[src/rtl/fetch_unit.sv]
`default_nettype none
// ============================================================================
//  Module      : fetch_unit
//  Description : Instruction-fetch stage. Owns the fetch PC and the in-order
//                imem request/response handshake, buffers up to two fetched
//                instructions ahead of IF/ID, and flushes the wrong path on
//                redirect.
//  Revision    : 1.0  initial release
// ============================================================================
module fetch_unit #(
  parameter logic [15:0] RESET_PC  = 16'h0000,
  parameter logic [15:0] NOP_INSTR = 16'hF000
) (
  input  logic        clk,
  input  logic        rst_n,
  input  logic        hazard,
  input  logic        redirect,
  input  logic [15:0] redirect_pc,
  output logic        imem_req,
  output logic [15:0] imem_addr,
  input  logic        imem_valid,
  input  logic [15:0] imem_data,
  output logic [15:0] instruction,
  output logic [15:0] PC_out,
  output logic        instr_valid
);

  localparam int unsigned DEPTH = 2;

  // Fetch address and buffer bookkeeping
  logic [15:0] fetch_pc_q, fetch_pc_d;
  logic [1:0]  count_q, count_d;
  logic        wr_ptr_q, wr_ptr_d;
  logic        rd_ptr_q, rd_ptr_d;

  // In-flight request tracking; stale requests stay counted until they return
  logic [1:0]  outstanding_q, outstanding_d;
  logic [1:0]  discard_q, discard_d;
  logic        tag_wr_q, tag_wr_d;
  logic        tag_rd_q, tag_rd_d;

  // Storage: instruction buffer and the PC tags of issued requests
  logic [15:0] buf_pc_q    [DEPTH];
  logic [15:0] buf_instr_q [DEPTH];
  logic [15:0] tag_q       [DEPTH];

  logic [1:0]  live;
  logic [2:0]  occupancy;
  logic        pop;
  logic        resp;
  logic        resp_write;
  logic        issue;

  // Requests whose responses will actually land in the buffer
  assign live      = outstanding_q - discard_q;
  assign occupancy = {1'b0, count_q} + {1'b0, live};

  // Head is consumed only when IF/ID is not stalled and no flush is happening
  assign pop = rst_n && !hazard && !redirect && (count_q != 2'd0);

  // A response with nothing outstanding is a protocol error and is ignored
  assign resp       = imem_valid && (outstanding_q != 2'd0);
  assign resp_write = resp && !redirect && (discard_q == 2'd0);

  // Only issue when the buffer is guaranteed a free slot for the response,
  // counting the slot freed by this cycle's pop
  assign issue = rst_n && !redirect && (outstanding_q < 2'd2) &&
                 ((occupancy - {2'b00, pop}) < 3'd2);

  assign imem_req  = issue;
  assign imem_addr = fetch_pc_q;

  // Present the head entry, or a NOP bubble when nothing valid is buffered
  assign instr_valid = rst_n && (count_q != 2'd0) && !redirect;
  assign instruction = instr_valid ? buf_instr_q[rd_ptr_q] : NOP_INSTR;
  assign PC_out      = instr_valid ? buf_pc_q[rd_ptr_q]    : 16'h0000;

  // Next-state computation; redirect overrides normal fetch/fill/consume
  always_comb begin
    fetch_pc_d    = fetch_pc_q;
    count_d       = count_q;
    wr_ptr_d      = wr_ptr_q;
    rd_ptr_d      = rd_ptr_q;
    outstanding_d = outstanding_q;
    discard_d     = discard_q;
    tag_wr_d      = tag_wr_q;
    tag_rd_d      = tag_rd_q;

    // Every returning response retires its tag, stale or not
    if (resp) begin
      tag_rd_d = ~tag_rd_q;
    end
    if (issue) begin
      tag_wr_d = ~tag_wr_q;
    end

    if (redirect) begin
      count_d       = 2'd0;
      wr_ptr_d      = 1'b0;
      rd_ptr_d      = 1'b0;
      fetch_pc_d    = redirect_pc;
      // Everything still in flight after this cycle belongs to the old path
      outstanding_d = outstanding_q - {1'b0, resp};
      discard_d     = outstanding_q - {1'b0, resp};
    end else begin
      count_d       = count_q + {1'b0, resp_write} - {1'b0, pop};
      outstanding_d = outstanding_q - {1'b0, resp} + {1'b0, issue};
      if (resp_write) begin
        wr_ptr_d = ~wr_ptr_q;
      end
      if (pop) begin
        rd_ptr_d = ~rd_ptr_q;
      end
      if (resp && (discard_q != 2'd0)) begin
        discard_d = discard_q - 2'd1;
      end
      if (issue) begin
        fetch_pc_d = fetch_pc_q + 16'd1;
      end
    end
  end

  // Control state register with synchronous active-low reset
  always_ff @(posedge clk) begin
    if (!rst_n) begin
      fetch_pc_q    <= RESET_PC;
      count_q       <= 2'd0;
      wr_ptr_q      <= 1'b0;
      rd_ptr_q      <= 1'b0;
      outstanding_q <= 2'd0;
      discard_q     <= 2'd0;
      tag_wr_q      <= 1'b0;
      tag_rd_q      <= 1'b0;
    end else begin
      fetch_pc_q    <= fetch_pc_d;
      count_q       <= count_d;
      wr_ptr_q      <= wr_ptr_d;
      rd_ptr_q      <= rd_ptr_d;
      outstanding_q <= outstanding_d;
      discard_q     <= discard_d;
      tag_wr_q      <= tag_wr_d;
      tag_rd_q      <= tag_rd_d;
    end
  end

  // Per-entry storage; data needs no reset since validity lives in count/pointers
  for (genvar i = 0; i < DEPTH; i++) begin : g_entry
    // Capture a returned instruction with its tag PC, and record issued addresses
    always_ff @(posedge clk) begin
      if (rst_n && resp_write && (wr_ptr_q == 1'(i))) begin
        buf_pc_q[i]    <= tag_q[tag_rd_q];
        buf_instr_q[i] <= imem_data;
      end
      if (issue && (tag_wr_q == 1'(i))) begin
        tag_q[i] <= fetch_pc_q;
      end
    end
  end

endmodule
`default_nettype wire

[config.mk]
export PLATFORM = sky130hd
export DESIGN_NAME = fetch_unit
export DESIGN_NICKNAME = d
export VERILOG_FILES = /design/src/rtl/fetch_unit.sv
export SDC_FILE = /design/constraint.sdc
export NUM_CORES = 1
export LEC_CHECK = 0
export BUFFER_PORTS_ARGS = -buffer_cell sky130_fd_sc_hd__buf_2
export CAP_MARGIN = 20
export CORE_ASPECT_RATIO = 0.5
export CORE_MARGIN = 3
export CORE_UTILIZATION = 35
export CTS_CLUSTER_SIZE = 25
export DETAILED_ROUTE_END_ITERATION = 8
export PLACE_DENSITY = 0.58
export REMOVE_ABC_BUFFERS = 1
export SLEW_MARGIN = 20
export SYNTH_ARGS = -nofsm -noshare
export SYNTH_HDL_FRONTEND = slang
export SYNTH_SLANG_ARGS = --single-unit
[constraint.sdc]
create_clock -name clk -period 6.25 [get_ports clk]
set_input_delay 0.3125 -clock clk [delete_from_list [all_inputs] [get_ports clk]]
set_output_delay 0.3125 -clock clk [all_outputs]
set_load 0.01 [all_outputs]
Yosys cells after proc, flatten, opt, wreduce, memory -nomap -nowiden. Memories as Yosys holds them, arrays and structs flattened. A register that Yosys moved wholly into a read port is not among the register bits. Cells that the tools add are included.

Add/sub/neg operators: 9. Order comparisons: 2. Muxes and demuxes: 30. Bitwise logic cells: 5. Reduce and logical (&&, ||, !) cells: 29.

Operator list (count): $mux W16 (7); $reduce_or A16 Y1 (3); $mux W1 (20); $logic_and A1 B1 Y1 (17); $add A16 B1 Y16 const B (1); $reduce_bool A2 Y1 (5); $mux W2 (3); $not A1 Y1 (5); $add A2 B1 Y2 (2); $sub A2 B1 Y2 (2); $add A2 B2 Y3 (1); $lt A3 B2 Y1 const B (1); $sub A3 B1 Y3 (1); $logic_not A1 Y1 (2); $logic_not A2 Y1 (1); $lt A2 B2 Y1 const B (1); $reduce_or A2 Y1 (1); $sub A2 B1 Y2 const B (1); $sub A2 B2 Y2 (1).

Flip-flop bits (word level): 26. Bits in writable memories: 96. Output and inout port bits: 50. Word-level logic and storage cells: 86. Memories kept: 3.

Memory list: buf_instr_q (depth 2, width 16, rd ports 1, clocked after Yosys merged registers in 1, wr ports 1, RTL line 44) `logic [15:0] buf_instr_q [DEPTH];`; buf_pc_q (depth 2, width 16, rd ports 1, clocked after Yosys merged registers in 1, wr ports 1, RTL line 43) `logic [15:0] buf_pc_q [DEPTH];`; tag_q (depth 2, width 16, rd ports 1, clocked after Yosys merged registers in 1, wr ports 1, RTL line 45) `logic [15:0] tag_q [DEPTH];`.

Depth between registers and ports, before layout. Gate-level depths: netlist (run 1).

Word-level depth: 12. Gate-level depth with buffers: 13.

Worst setup path before layout (run 1). OpenSTA, ideal clock, no wires.

Path type: input to register. Start: input port redirect. End: memory tag_q[0][0], enable pin. Library setup time: 409 ps. Arrival time: 3158 ps. Data required time: 5841 ps. Setup slack: 2682 ps. Stages: 9. Path buffers: 3. Cell sequence: clkbuf_1 nand2b_1 clkbuf_1 nor3_1 and2_1 fa_1 nand4bb_1 buf_4 nor3_1.

Word-level cells in the longest chain between the ends: 11. Elaborated cells on any way between the ends: 17.

Ends and longest elaborated chain: start, declared (RTL line 17) `input logic redirect,`; $logic_not A1 Y1 (*) (RTL line 59, 67); $logic_and A1 B1 Y1 (2 in a row) (RTL line 59) `assign pop = rst_n && !hazard && !redirect && (count_q != 2'd0);`; $sub A3 B1 Y3 (RTL line 68) `((occupancy - {2'b00, pop}) < 3'd2);`; $lt A3 B2 Y1 (RTL line 68); $logic_and A1 B1 Y1 (*) (RTL line 67) `assign issue = rst_n && !redirect && (outstanding_q < 2'd2) &&`; $logic_and A1 B1 Y1 (RTL line 154) `if (issue && (tag_wr_q == 1'(i))) begin`; $mux W1 (RTL line 154); $mux W1 (implied by the code) (RTL line 155) `tag_q[i] <= fetch_pc_q;`; $reduce_or A16 Y1 (no source line); $mux W1 (no source line); end, declared (RTL line 45).

Mark *: on every way between the ends. The rest lies on a longest branch, timed or not.

Worst setup path after layout (run 1).
Start: register outstanding_q[0]. End: output port imem_req.

Word-level cells in the longest chain between the ends: 5. Elaborated cells on any way between the ends: 7.

Ends and longest elaborated chain: start, declared (RTL line 37) `logic [1:0] outstanding_q, outstanding_d;`; start signal, assigned (RTL line 139) `outstanding_q <= outstanding_d;`; $sub A2 B2 Y2 (RTL line 55) `assign live = outstanding_q - discard_q;`; $add A2 B2 Y3 (RTL line 56) `assign occupancy = {1'b0, count_q} + {1'b0, live};`; $sub A3 B1 Y3 (RTL line 68); $lt A3 B2 Y1 (RTL line 68); $logic_and A1 B1 Y1 (*) (RTL line 67); end, declared (RTL line 19) `output logic imem_req,`.

Marked as above.

==> metrics.md, run 1 <==
| Metric | Value |
|---|---|
| Status | `complete, no violations` |
| Clock transition at the registers of the reported paths | `roughly 0.05 ns` |
| Antenna Cells | `0` |
| Worst R2R Path Depth | `10` |
| Most used DFF post-synth | `edfxtp_1` |
| Crit Path Class | `flip-flop to output port` |
| Total Wirelength | `10600 um` |
| WP data required | `between 5 and 6 ns` |
| CTS H-Tree Depth | `4` |
| Layout cells sized above 1 | `roughly 28%` |
| GRT Util Overall | `a little over an eighth` |
| Syn_area_per_cell | `13.6 um2` |
| Post-synth EDFFs | `96` |
| WL/cell | `15.7 um` |
| Clock Tree Buf Depth | `2` |
| CP endpoint kind | `output port` |
| Synth Instances | `between 300 and 400` |
| Final Skew | `0.00962 ns` |
| FMAX | `280 MHz` |
| Post-DRT Antenna Nets | `0` |
| Hold Buf Count CTS | `0` |
| Maximum vdd drop | `189 uV` |
| Layout area overhead | `22.8%` |
| Setup violators final | `0` |
| PostCTS Resize Cnt | `0` |
| Reg2reg start | `outstanding_q[0]$_SDFF_PN0_` |
| Max_cap viols | `0` |
| RSZ-0062 raised after global routing | `no` |
| GR peak layer | `met2` |
| Period utilisation layout | `a little under three fifths` |
| Routability cong. | `0.838` |
| Seq cells post-synth | `around 120` |
| Root Buffer | `clkbuf_16` |
| First-pass GRT wire length | `around 16000 um` |
| Sequential share of the synthesized area | `67.4%` |
| WHS Endpoint | `buf_instr_q[1][15]$_DFFE_PP_` |
| Vias in the first global route | `slightly above 3000` |
| Cell variety after synth | `42` |
| Total gr overflow | `0` |
| Chip height | `91.4 um` |
| Post-synth ARST share | `0%` |
| Port bufs | `86` |
| Worst reg2reg endpoint | `imem_addr[12]$_SDFFE_PN0P_` |
| Largest net degree at the start of global routing | `33` |
| Startpoint types | `flip-flop` |
| Initial Util | `36.8%` |
| CP arrival | `3.26 ns` |
| Site row count | `30` |
| Die footprint | `16200 um2` |
| Final HPWL DP | `between 6000 and 7000 um` |
| Vias/cell | `4.78` |
| Cell accounting for the most synthesized area | `edfxtp_1` |
| Synth area leaders | `edfxtp_1, dfxtp_1, mux2i_1, mux2_2, nor2_1` |
| Max Slew Vio Count | `0` |
| LEAKAGE | `between 2 and 2.5 nW` |
| Post-route cell area | `6270 um2` |
| DRT Pass-1 Iters | `4` |
| Total CTS buffers | `17` |
| CP max FO | `10` |
| Synth top area share | `56.4%` |
| Core Region | `13900 um2` |
| Post-DP Area | `roughly 5800 um2` |
| Io pins | `87` |
| FF-to-FF setup slack | `2.94 ns` |
| Depth of the worst hold-timing path | `1` |
| Measured slew at the worst slew-check pin | `1.06 ns` |
| Worst min-delay path class | `input port to flip-flop` |
| Nets | `between 500 and 600` |
| Met2 GRT Util | `21.6%` |
| Initial antenna violation count | `0` |
| Final min period | `about 3.6 ns` |
| Postcts setup bufs | `0` |
| PwrDens | `365 nW/um2` |
| Mapped cell area | `5110 um2` |
| HP Start | `imem_data[15]` |
| Met1 Usage GRT | `17.1%` |
| Horiz. Die Dim | `177 um` |
| DRC Markers | `0` |
| Initial DRC count | `221` |
| Syn. warnings | `0` |
| GR Util met3 | `3.97%` |
| Clk_lat worst skew | `0.41 ns` |
| Final hold viol count | `0` |
| # clock sinks | `124` |
| Final TNS setup | `0 ns` |
| TritonCTS clock tree | `built` |
| Via count of the routed design | `~3200` |
| Slew margin rel. | `29.1%` |
layer usage:
metal	share of wire, %	vias to the layer above
li1	-	1586
met1	48	1563
met2	47	63
met3	4.3	11
met4	1.2	0
met5	0	-
through the flow:
step	util, %	hold slack, ns	power [mW]	instances	setup WS (ns)
floorplan	-	0.411	1.32	361	2.68
global placement	41.4	0.488	1.43	642	2.91
detailed placement	41.4	0.489	1.43	642	2.80
CTS	45.2	0.0739	2.31	674	2.65
global route	45.2	0.0769	2.40	674	2.42
finish	45.2	0.0895	2.29	674	2.67
cells in the final DEF (no fill, tap or decap), types with 6 or more instances in the layout:
cell type  count
dfxtp_1       27
clkbuf_1       6
xnor2_1       10
nand3_1        6
clkinv_1       6
inv_1         12
nand2_1       23
buf_2         86
or3_1          6
nor2_1        44
ha_1           7
edfxtp_1      96
clkbuf_16     17
nor3_1         7
o211ai_1       6
mux2_2        16
a21oi_1        9
mux2i_1       33
o21ai_0        7
cells in the mapped netlist (3+ instances only):
library cell / count
nor2_1: 44
nand3_1: 6
o211ai_1: 6
or4_1: 3
dfxtp_1: 28
o311ai_0: 5
nand2_1: 23
nor3_1: 9
and3_1: 6
nand4_1: 4
or3_1: 6
o21ai_0: 8
mux2i_1: 33
xnor2_1: 10
a32oi_1: 4
inv_1: 12
a21oi_1: 9
mux2_2: 16
ha_1: 7
and2_1: 4
edfxtp_1: 96
clkbuf_1: 12
how the worst max path moves through the flow:
stage / start / to / depth (start not counted)
global route: outstanding_q[0]$_SDFF_PN0_ / imem_req / 9
detailed placement: redirect / imem_addr[12]$_SDFFE_PN0P_ / 9
finish: outstanding_q[0]$_SDFF_PN0_ / imem_req / 9
CTS: outstanding_q[0]$_SDFF_PN0_ / imem_req / 9
global placement: redirect / imem_addr[12]$_SDFFE_PN0P_ / 9
floorplan: outstanding_q[0]$_SDFF_PN0_ / tag_q[0][0]$_DFFE_PP_ / 8
layout make-up:
type,count,area [um2]
Fill cell,1271,7610
Sequential cell,124,3440
Multi-Input combinational cell,223,1560
Timing Repair Buffer,89,453
Clock buffer,23,448
Tap cell,192,240
Clock inverter,9,72.6
Inverter,14,52.6
flip-flops by register name, indices dropped and copies added, names as in the netlist, named ones only:
register,count
buf_instr_q,32
buf_pc_q,32
tag_q,32
imem_addr,16
count_q,2
discard_q,2
outstanding_q,2
rd_ptr_q,1
tag_rd_q,1
tag_wr_q,1
wr_ptr_q,1
where the power goes:
group          switching [mW]  leakage [nW]  total (mW)  internal, mW
Combinational           0.210         0.922       0.365         0.155
Clock                   0.333         0.241       0.872         0.539
Sequential             0.0541          1.10        1.05         0.999
kinds of logic after synthesis:
group | count (synthesis) | share of synthesized area (%)
flops | 124 | 67.4
fa+ha+maj | 8 | 2.11
simple gates | 111 | 10.3
xor+xnor | 12 | 2.06
buf+inv | 30 | 2.30
mux | 49 | 9.99
compound gates | 43 | 5.83
worst max-delay path: stages, from the launching register on:
cell and delay (ns):
dfxtp_1 0.32, inv_1 0.06, ha_1 0.20, xnor2_1 0.16, xnor2_1 0.14, ha_1 0.26, fa_1 0.55, nand4bb_1 0.34
nor2_1 0.58, buf_2 0.24
No activity file was read; power rests on OpenSTA's default activity.
==> inputs of run 2 (changes only) <==
--- a/config.mk
+++ b/config.mk
@@ -5,6 +5,7 @@
 export SDC_FILE = /design/constraint.sdc
 export NUM_CORES = 1
 export LEC_CHECK = 0
+export ABC_AREA = 1
 export BUFFER_PORTS_ARGS = -buffer_cell sky130_fd_sc_hd__buf_2
 export CAP_MARGIN = 20
 export CORE_ASPECT_RATIO = 0.5
==> constraint.sdc (replaced) <==
create_clock -name clk -period 3.69 [get_ports clk]
set_input_delay 0.1845 -clock clk [delete_from_list [all_inputs] [get_ports clk]]
set_output_delay 0.1845 -clock clk [all_outputs]
set_load 0.01 [all_outputs]
==> metrics.md, run 2 <==
| Metric | Value |
|---|---|
| Initial DRC count | `297 (+34%)` |
| WP data required | `3.51 ns (-2.43 ns)` |
| Synth area leaders | `edfxtp_1, dfxtp_1, nand2_1, a21oi_1, nand3_1` |
| WHS | `0.0250 ns (-0.0645 ns)` |
| First-pass GRT wire length | `18700 um (+14%)` |
| Total CTS buffers | `17 (unchanged)` |
| Syn. warnings | `0 (unchanged)` |
| Regs by FF count | `buf_instr_q x32, buf_pc_q x32, tag_q x32` |
| Period utilisation layout | `between 80% and 90%` |
| FF-to-FF setup slack | `0.65 ns (-2.29 ns)` |
| # clock sinks | `124 (unchanged)` |
| CP endpoint kind | `output port` |
| Routability cong. | `0.767 (-8.5%)` |
| CP arrival | `3.00 ns (-0.26 ns)` |
| GRT Util Overall | `14.3% (+0.94 points)` |
| RSZ-0062 raised after global routing | `no` |
| DRT Pass-1 Iters | `5 (+1)` |
| Measured slew at the worst slew-check pin | `1.01 ns (-0.0559 ns)` |
| Io pins | `87 (unchanged)` |
| Die footprint | `16700 um2 (+3.4%)` |
| Largest net degree at the start of global routing | `34 (+3.0%)` |
| Depth of the worst hold-timing path | `3 (+2)` |
| Worst min-delay path class | `input port to flip-flop` |
| Synth Instances | `498 (+32%)` |
| Nets | `653 (+27%)` |
| TritonCTS clock tree | `built` |
| Clk_lat worst skew | `0.40 ns (about the same)` |
| Most frequent cells in the layout | `nand2_1, edfxtp_1, buf_2` |
| Post-synth EDFFs | `96 (unchanged)` |
| Via count of the routed design | `3716 (+15%)` |
| Register area | `3440 um2 (about the same)` |
| WHS Endpoint | `imem_addr[4]$_SDFFE_PN0P_` |
| Total Wirelength | `11400 um (+7.6%)` |
| DRC Markers | `0 (unchanged)` |
| Seq pwr share | `44.9% (-1.1 points)` |
| LEAKAGE | `2.71 nW (+19%)` |
| Post-DP Area | `5950 um2 (+3.4%)` |
| Sw Pwr | `1.06 mW (+77%)` |
| Post-route cell area | `6680 um2 (+6.5%)` |
| Combinational Power Share | `16.5% (+0.6 points)` |
| FMAX | `~310 MHz` |
| HP Start | `redirect_pc[4]` |
| Sw Share | `25.7% (-0.32 points)` |
| Top post-synthesis cells by count | `nand2_1, edfxtp_1, a21oi_1, inv_1, nand3_1` |
| Slack of the critical path | `0.506 ns (-2.17 ns)` |
| Cell variety after synth | `31 (-26%)` |
| Final HPWL DP | `7350 um (+11%)` |
| Mapped cell area | `5290 um2 (+3.6%)` |
| Most common cell after layout, fill and taps aside | `nand2_1` |
| Clock Tree Buf Depth | `2 (unchanged)` |
| CP max FO | `15 (+5)` |
| Final Skew | `0.0107 ns (+0.00111 ns)` |
| Maximum vdd drop | `369 uV (+95%)` |
| Antenna Cells | `0 (unchanged)` |
| Layout area overhead | `26.3%` |
| Layout cells sized above 1 | `23.7% (-3.9 points)` |
| Root Buffer | `clkbuf_16` |
| Final hold viol count | `0 (unchanged)` |
| Placed cells | `770 (+20%)` |
| Status | `complete, no violations` |
| Seq cells post-synth | `124 (unchanged)` |
| Pre-CTS setup slack | `0.638 ns (-2.16 ns)` |
| Area occupied by multi-input gates | `1610 um2 (+2.9%)` |
| Core Region | `14600 um2 (+5.3%)` |
| PwrDens | `615 nW/um2 (+69%)` |
| Vias/cell | `4.54 (-5.1%)` |
| Fill count | `1377 (+8.3%)` |
| Syn_area_per_cell | `10.6 um2 (-22%)` |
| Cell accounting for the most synthesized area | `edfxtp_1` |
| Horiz. Die Dim | `180 um (+1.7%)` |
| Total gr overflow | `0 (unchanged)` |
| Worst reg2reg endpoint | `outstanding_q[1]$_SDFF_PN0_` |
| Post-DRT Antenna Nets | `0 (unchanged)` |
| Post-synth ARST share | `0% (unchanged)` |
| Internal Power | `3.05 mW (+80%)` |
| Pwr Total | `4.11 mW (+80%)` |
| Final min period | `3.18 ns` |
| Reg2reg start | `outstanding_q[0]$_SDFF_PN0_` |
| Site row count | `31 (+3.3%)` |
| Startpoint types | `flip-flop` |
| Setup violators final | `0 (unchanged)` |
| Most used DFF post-synth | `edfxtp_1` |
| Max Slew Vio Count | `0 (unchanged)` |
| Post-route insts no fill | `819 (+22%)` |
| Sequential share of the synthesized area | `65.1% (-2.3 points)` |
| Postcts setup bufs | `0 (unchanged)` |
| Most common cell in the netlist | `nand2_1` |
| Final TNS setup | `0 ns (unchanged)` |
| Clock transition at the registers of the reported paths | `0.06 ns (about the same)` |
| Synth top area share | `54.5% (-1.9 points)` |
| CTS H-Tree Depth | `4 (unchanged)` |
| WL/cell | `13.9 um (-11%)` |
| Vias in the first global route | `3658 (+18%)` |
| Worst R2R Path Depth | `15 (+5)` |
| Initial antenna violation count | `0 (unchanged)` |
| Clock power share | `38.6% (+0.5 points)` |
| Chip height | `92.9 um (+1.6%)` |
| Crit Path Class | `flip-flop to output port` |
| Initial Util | `36.2% (-0.61 points)` |
| Max_cap viols | `0 (unchanged)` |
| Util after Layout | `45.7% (+0.53 points)` |
| Port bufs | `86 (unchanged)` |
| Slew margin rel. | `32.4% (+3.3 points)` |
==> run 2: cell types whose count changed after synthesis, moves of 6 or more <==
| cell | previous run | this run |
|---|---|---|
| a21oi_1 | 9 | 48 |
| and3_1 | 6 | 0 |
| inv_1 | 12 | 39 |
| mux2i_1 | 33 | 1 |
| nand2_1 | 23 | 129 |
| nand3_1 | 6 | 37 |
| nor2_1 | 44 | 31 |
| o211ai_1 | 6 | 0 |
| o21ai_0 | 8 | 14 |
| or3_1 | 6 | 0 |
| xnor2_1 | 10 | 2 |
==> run 2: cell type report <==
type,count,area share [%]
Inverter,44,2.47
Tap cell,198,3.71
Clock inverter,11,1.87
Multi-Input combinational cell,311,24.1
Sequential cell,124,51.5
Timing Repair Buffer,110,9.77
Clock buffer,21,6.59
==> run 2: how the worst max path moves through the flow <==
stage,endpoint,cells past startpoint,start
after global placement,outstanding_q[1]$_SDFF_PN0_,17,redirect
after detailed placement,outstanding_q[1]$_SDFF_PN0_,17,redirect
final,imem_req,11,outstanding_q[0]$_SDFF_PN0_
after floorplan,buf_instr_q[0][0]$_DFFE_PP_,3,outstanding_q[1]$_SDFF_PN0_
after CTS,imem_req,11,outstanding_q[0]$_SDFF_PN0_
after global routing,imem_req,11,outstanding_q[0]$_SDFF_PN0_
==> run 2: power groups by stage <==
stage          sequential (mW)  clock, mW  combinational [mW]
3_3_place_gp              1.87          0               0.662
5_1_grt                   1.87       1.69               0.782
4_1_cts                   1.85       1.62               0.686
2_1_floorplan             1.85          0               0.452
6_report                  1.85       1.59               0.678
3_5_place_dp              1.87          0               0.665
==> run 2: logic make-up after synthesis <==
group                      count (synthesis)  share of synthesized area, %
adders and majority gates                  8                          2.03
DFF                                      124                          65.1
AOI/OAI and AO/OA                         69                          6.84
xor gates and xnor gates                   7                          1.16
buffers and inverters                     63                          4.71
muxes                                     17                          3.60
and+or+nand+nor                          210                          16.6
==> run 2: metal layers <==
layer  wire [um]  GRT usage, %  part of all wire (%)  vias up
met5           0             0                     0        -
met4         107          4.89                  0.94        0
met3         671          3.84                   5.9       11
met2        5210          22.8                    46       97
met1        5370          18.9                    47     1694
li1            -             -                     -     1914
==> run 2: worst max-delay path, cell delays in order (launching register included) <==
cell     delay (ns)
dfxtp_1        0.34
inv_1          0.07
ha_1           0.20
xnor2_1        0.16
xor2_1         0.17
ha_1           0.27
fa_1           0.54
nand2_1        0.06
nor2_2         0.09
nand2_2        0.20
inv_2          0.29
buf_2          0.20
==> run 2: repair_timing <==
| action | in CTS | in global routing |
|---|---|---|
| hold buffers | 17 | 0 |
| setup endpoints to repair | 0 | 0 |
| endpoints found under the hold margin | 33 | 0 |
| gates resized for setup | 0 | 0 |
==> inputs of run 3 (changes only) <==
--- a/config.mk
+++ b/config.mk
@@ -13,7 +13,7 @@
 export CORE_UTILIZATION = 35
 export CTS_CLUSTER_SIZE = 25
 export DETAILED_ROUTE_END_ITERATION = 8
-export PLACE_DENSITY = 0.58
+export PLACE_DENSITY = 0.6
 export REMOVE_ABC_BUFFERS = 1
 export SLEW_MARGIN = 20
 export SYNTH_ARGS = -nofsm -noshare
==> constraint.sdc (replaced) <==
create_clock -name clk -period 2.8 [get_ports clk]
set_input_delay 0.14 -clock clk [delete_from_list [all_inputs] [get_ports clk]]
set_output_delay 0.14 -clock clk [all_outputs]
set_load 0.01 [all_outputs]
==> metrics.md, run 3 (same netlist as run 2, synthesis figures left out) <==
| Metric | Value |
|---|---|
| Post-route cell area | `6810 um2 (+1.9%)` |
| PwrDens | `806 nW/um2 (+31%)` |
| DRC Markers | `0 (unchanged)` |
| Worst min-delay path class | `input port to flip-flop` |
| Port bufs | `86 (unchanged)` |
| Core Region | `14600 um2 (unchanged)` |
| Post-route insts no fill | `833 (+1.7%)` |
| Met1 Usage GRT | `18.7% (-0.23 points)` |
| # clock sinks | `124 (unchanged)` |
| Combinational Power Share | `19.4% (+2.9 points)` |
| Clk_lat worst skew | `0.40 ns (about the same)` |
| WP data required | `2.66 ns (-0.85 ns)` |
| Measured slew at the worst slew-check pin | `0.719 ns (-0.289 ns)` |
| Total Wirelength | `12000 um (+5.9%)` |
| Via count of the routed design | `3872 (+4.2%)` |
| CTS H-Tree Depth | `4 (unchanged)` |
| Area occupied by multi-input gates | `1630 um2 (+1.4%)` |
| Final min period | `approximately 2.7 ns` |
| Startpoint types | `flip-flop` |
| Nets | `667 (+2.1%)` |
| Total CTS buffers | `17 (unchanged)` |
| Site row count | `31 (unchanged)` |
| Final hold viol count | `0 (unchanged)` |
| Largest net degree at the start of global routing | `33 (-2.9%)` |
| Layout cells sized above 1 | `26.5% (+2.8 points)` |
| Most frequent cells in the layout | `nand2_1, edfxtp_1, buf_2` |
| Util after Layout | `46.6% (+0.86 points)` |
| Initial Util | `36.2% (unchanged)` |
| Horiz. Die Dim | `180 um (unchanged)` |
| WL/cell | `14.4 um (+4.1%)` |
| Crit Path Class | `flip-flop to output port` |
| CP max FO | `3 (-12)` |
| Maximum vdd drop | `485 uV (+31%)` |
| Die footprint | `16700 um2 (unchanged)` |
| Register area | `3440 um2 (about the same)` |
| First-pass GRT wire length | `19500 um (+4.4%)` |
| Vias/cell | `4.65 (+2.4%)` |
| CP arrival | `2.52 ns (-0.48 ns)` |
| Placed cells | `778 (+1.0%)` |
| GR Util met3 | `3.45% (-0.39 points)` |
| Regs by FF count | `buf_instr_q x32, buf_pc_q x32, tag_q x32` |
| Antenna Cells | `0 (unchanged)` |
| Pwr Total | `5.49 mW (+34%)` |
| Period utilisation layout | `94.9%` |
| Vias in the first global route | `3891 (+6.4%)` |
| CP endpoint kind | `output port` |
| GRT Util Overall | `15.0% (+0.73 points)` |
| Seq pwr share | `44.4% (-0.5 points)` |
| Sw Pwr | `1.48 mW (+40%)` |
| DRT Pass-1 Iters | `4 (-1)` |
| Internal Power | `4.01 mW (+31%)` |
| Clock Tree Buf Depth | `2 (unchanged)` |
| Io pins | `87 (unchanged)` |
| Fill count | `1361 (-1.2%)` |
| Sw Share | `27.0% (+1.2 points)` |
| Setup violators final | `0 (unchanged)` |
| Max_cap viols | `0 (unchanged)` |
| Post-DRT Antenna Nets | `0 (unchanged)` |
| Initial antenna violation count | `0 (unchanged)` |
| Final Skew | `0.00720 ns (-0.00352 ns)` |
| Final HPWL DP | `7750 um (+5.6%)` |
| Most common cell after layout, fill and taps aside | `nand2_1` |
| GR peak layer | `met2` |
| Routability cong. | `0.846 (+10%)` |
| Layout area overhead | `28.7%` |
| Slew margin rel. | `52.0% (+20 points)` |
| Pre-CTS setup slack | `0.0632 ns (-0.575 ns)` |
| Status | `complete, no violations` |
| Met2 GRT Util | `25.2% (+2.4 points)` |
| Root Buffer | `clkbuf_16` |
| Clock power share | `36.3% (-2.3 points)` |
| Total gr overflow | `0 (unchanged)` |
| Post-DP Area | `6010 um2 (+1.0%)` |
| TritonCTS clock tree | `built` |
| FMAX | `376 MHz` |
| Chip height | `92.9 um (unchanged)` |
| Initial DRC count | `229 (-23%)` |
| LEAKAGE | `2.78 nW (+2.6%)` |
| Slack of the critical path | `0.142 ns (-0.365 ns)` |
| Max Slew Vio Count | `0 (unchanged)` |
| Clock transition at the registers of the reported paths | `0.06 ns (about the same)` |
[run 3: cell count changes in the layout (fill, tap and decap cells not counted), moves of 3 or more]
cell and delta:
buf_4 +9, clkinv_1 -4, nor2_2 +3, nor2_1 -3
buf_6 +4
[run 3: layout make-up]
class,instances,area share [%]
Timing Repair Buffer,124,11.5
Tap cell,198,3.64
Clock buffer,23,6.87
Inverter,44,2.46
Clock inverter,9,1.03
Multi-Input combinational cell,311,23.9
Sequential cell,124,50.6
[run 3: through the flow]
stage | hold slack [ns] | TNS, ns
floorplan | 0.238 | -52.37
global placement | 0.329 | 0
detailed placement | 0.334 | 0
CTS | 0.0186 | 0
global route | 0.0265 | -0.00242
finish | 0.0358 | 0
[run 3: worst max-delay path: stages, from the launching register on]
cell and delay (ns):
dfxtp_2 0.32, inv_1 0.05, ha_2 0.18, xnor2_2 0.13, xor2_1 0.15, ha_1 0.29
fa_1 0.48, nand2_1 0.06, nor2_2 0.12, nand2_4 0.07, inv_4 0.06, buf_6 0.10
buf_6 0.09
[run 3: power by group through the flow]
stage / registers, mW / logic, mW / clock network, mW
after global routing: 2.46 / 1.18 / 2.13
after global placement: 2.46 / 0.916 / 0
after floorplan: 2.44 / 0.596 / 0
after CTS: 2.44 / 1.06 / 2.04
after detailed placement: 2.47 / 0.943 / 0
final: 2.44 / 1.06 / 1.99
[run 3: per-layer routing]
| layer | part of all wire (%) | vias up |
|---|---|---|
| met4 | 1.2 | 0 |
| met5 | 0 | - |
| li1 | - | 1943 |
| met2 | 47 | 96 |
| met3 | 5.0 | 12 |
| met1 | 47 | 1821 |
[run 3: path summary, 6_finish.rpt]
path                                     from                        end  slack [ns]  cells past startpoint
setup / recovery  outstanding_q[0]$_SDFF_PN0_                   imem_req        0.14                     12
hold / removal                 redirect_pc[0]  imem_addr[0]$_SDFFE_PN0P_        0.04                      3
setup reg to reg  outstanding_q[0]$_SDFF_PN0_     tag_q[1][11]$_DFFE_PP_        0.16                     12
hold reg to reg         tag_rd_q$_SDFFE_PN0P_                  flip-flop        0.46                      1
[run 3: repair_timing]
item                       in CTS  in global routing
gates resized for setup         9                  5
setup endpoints to repair       1                 37
pin swaps                       7                  7
hold buffers                   19                  0
hold endpoints to repair       35                  0
gates cloned                    0                  1
buffers inserted                2                  1
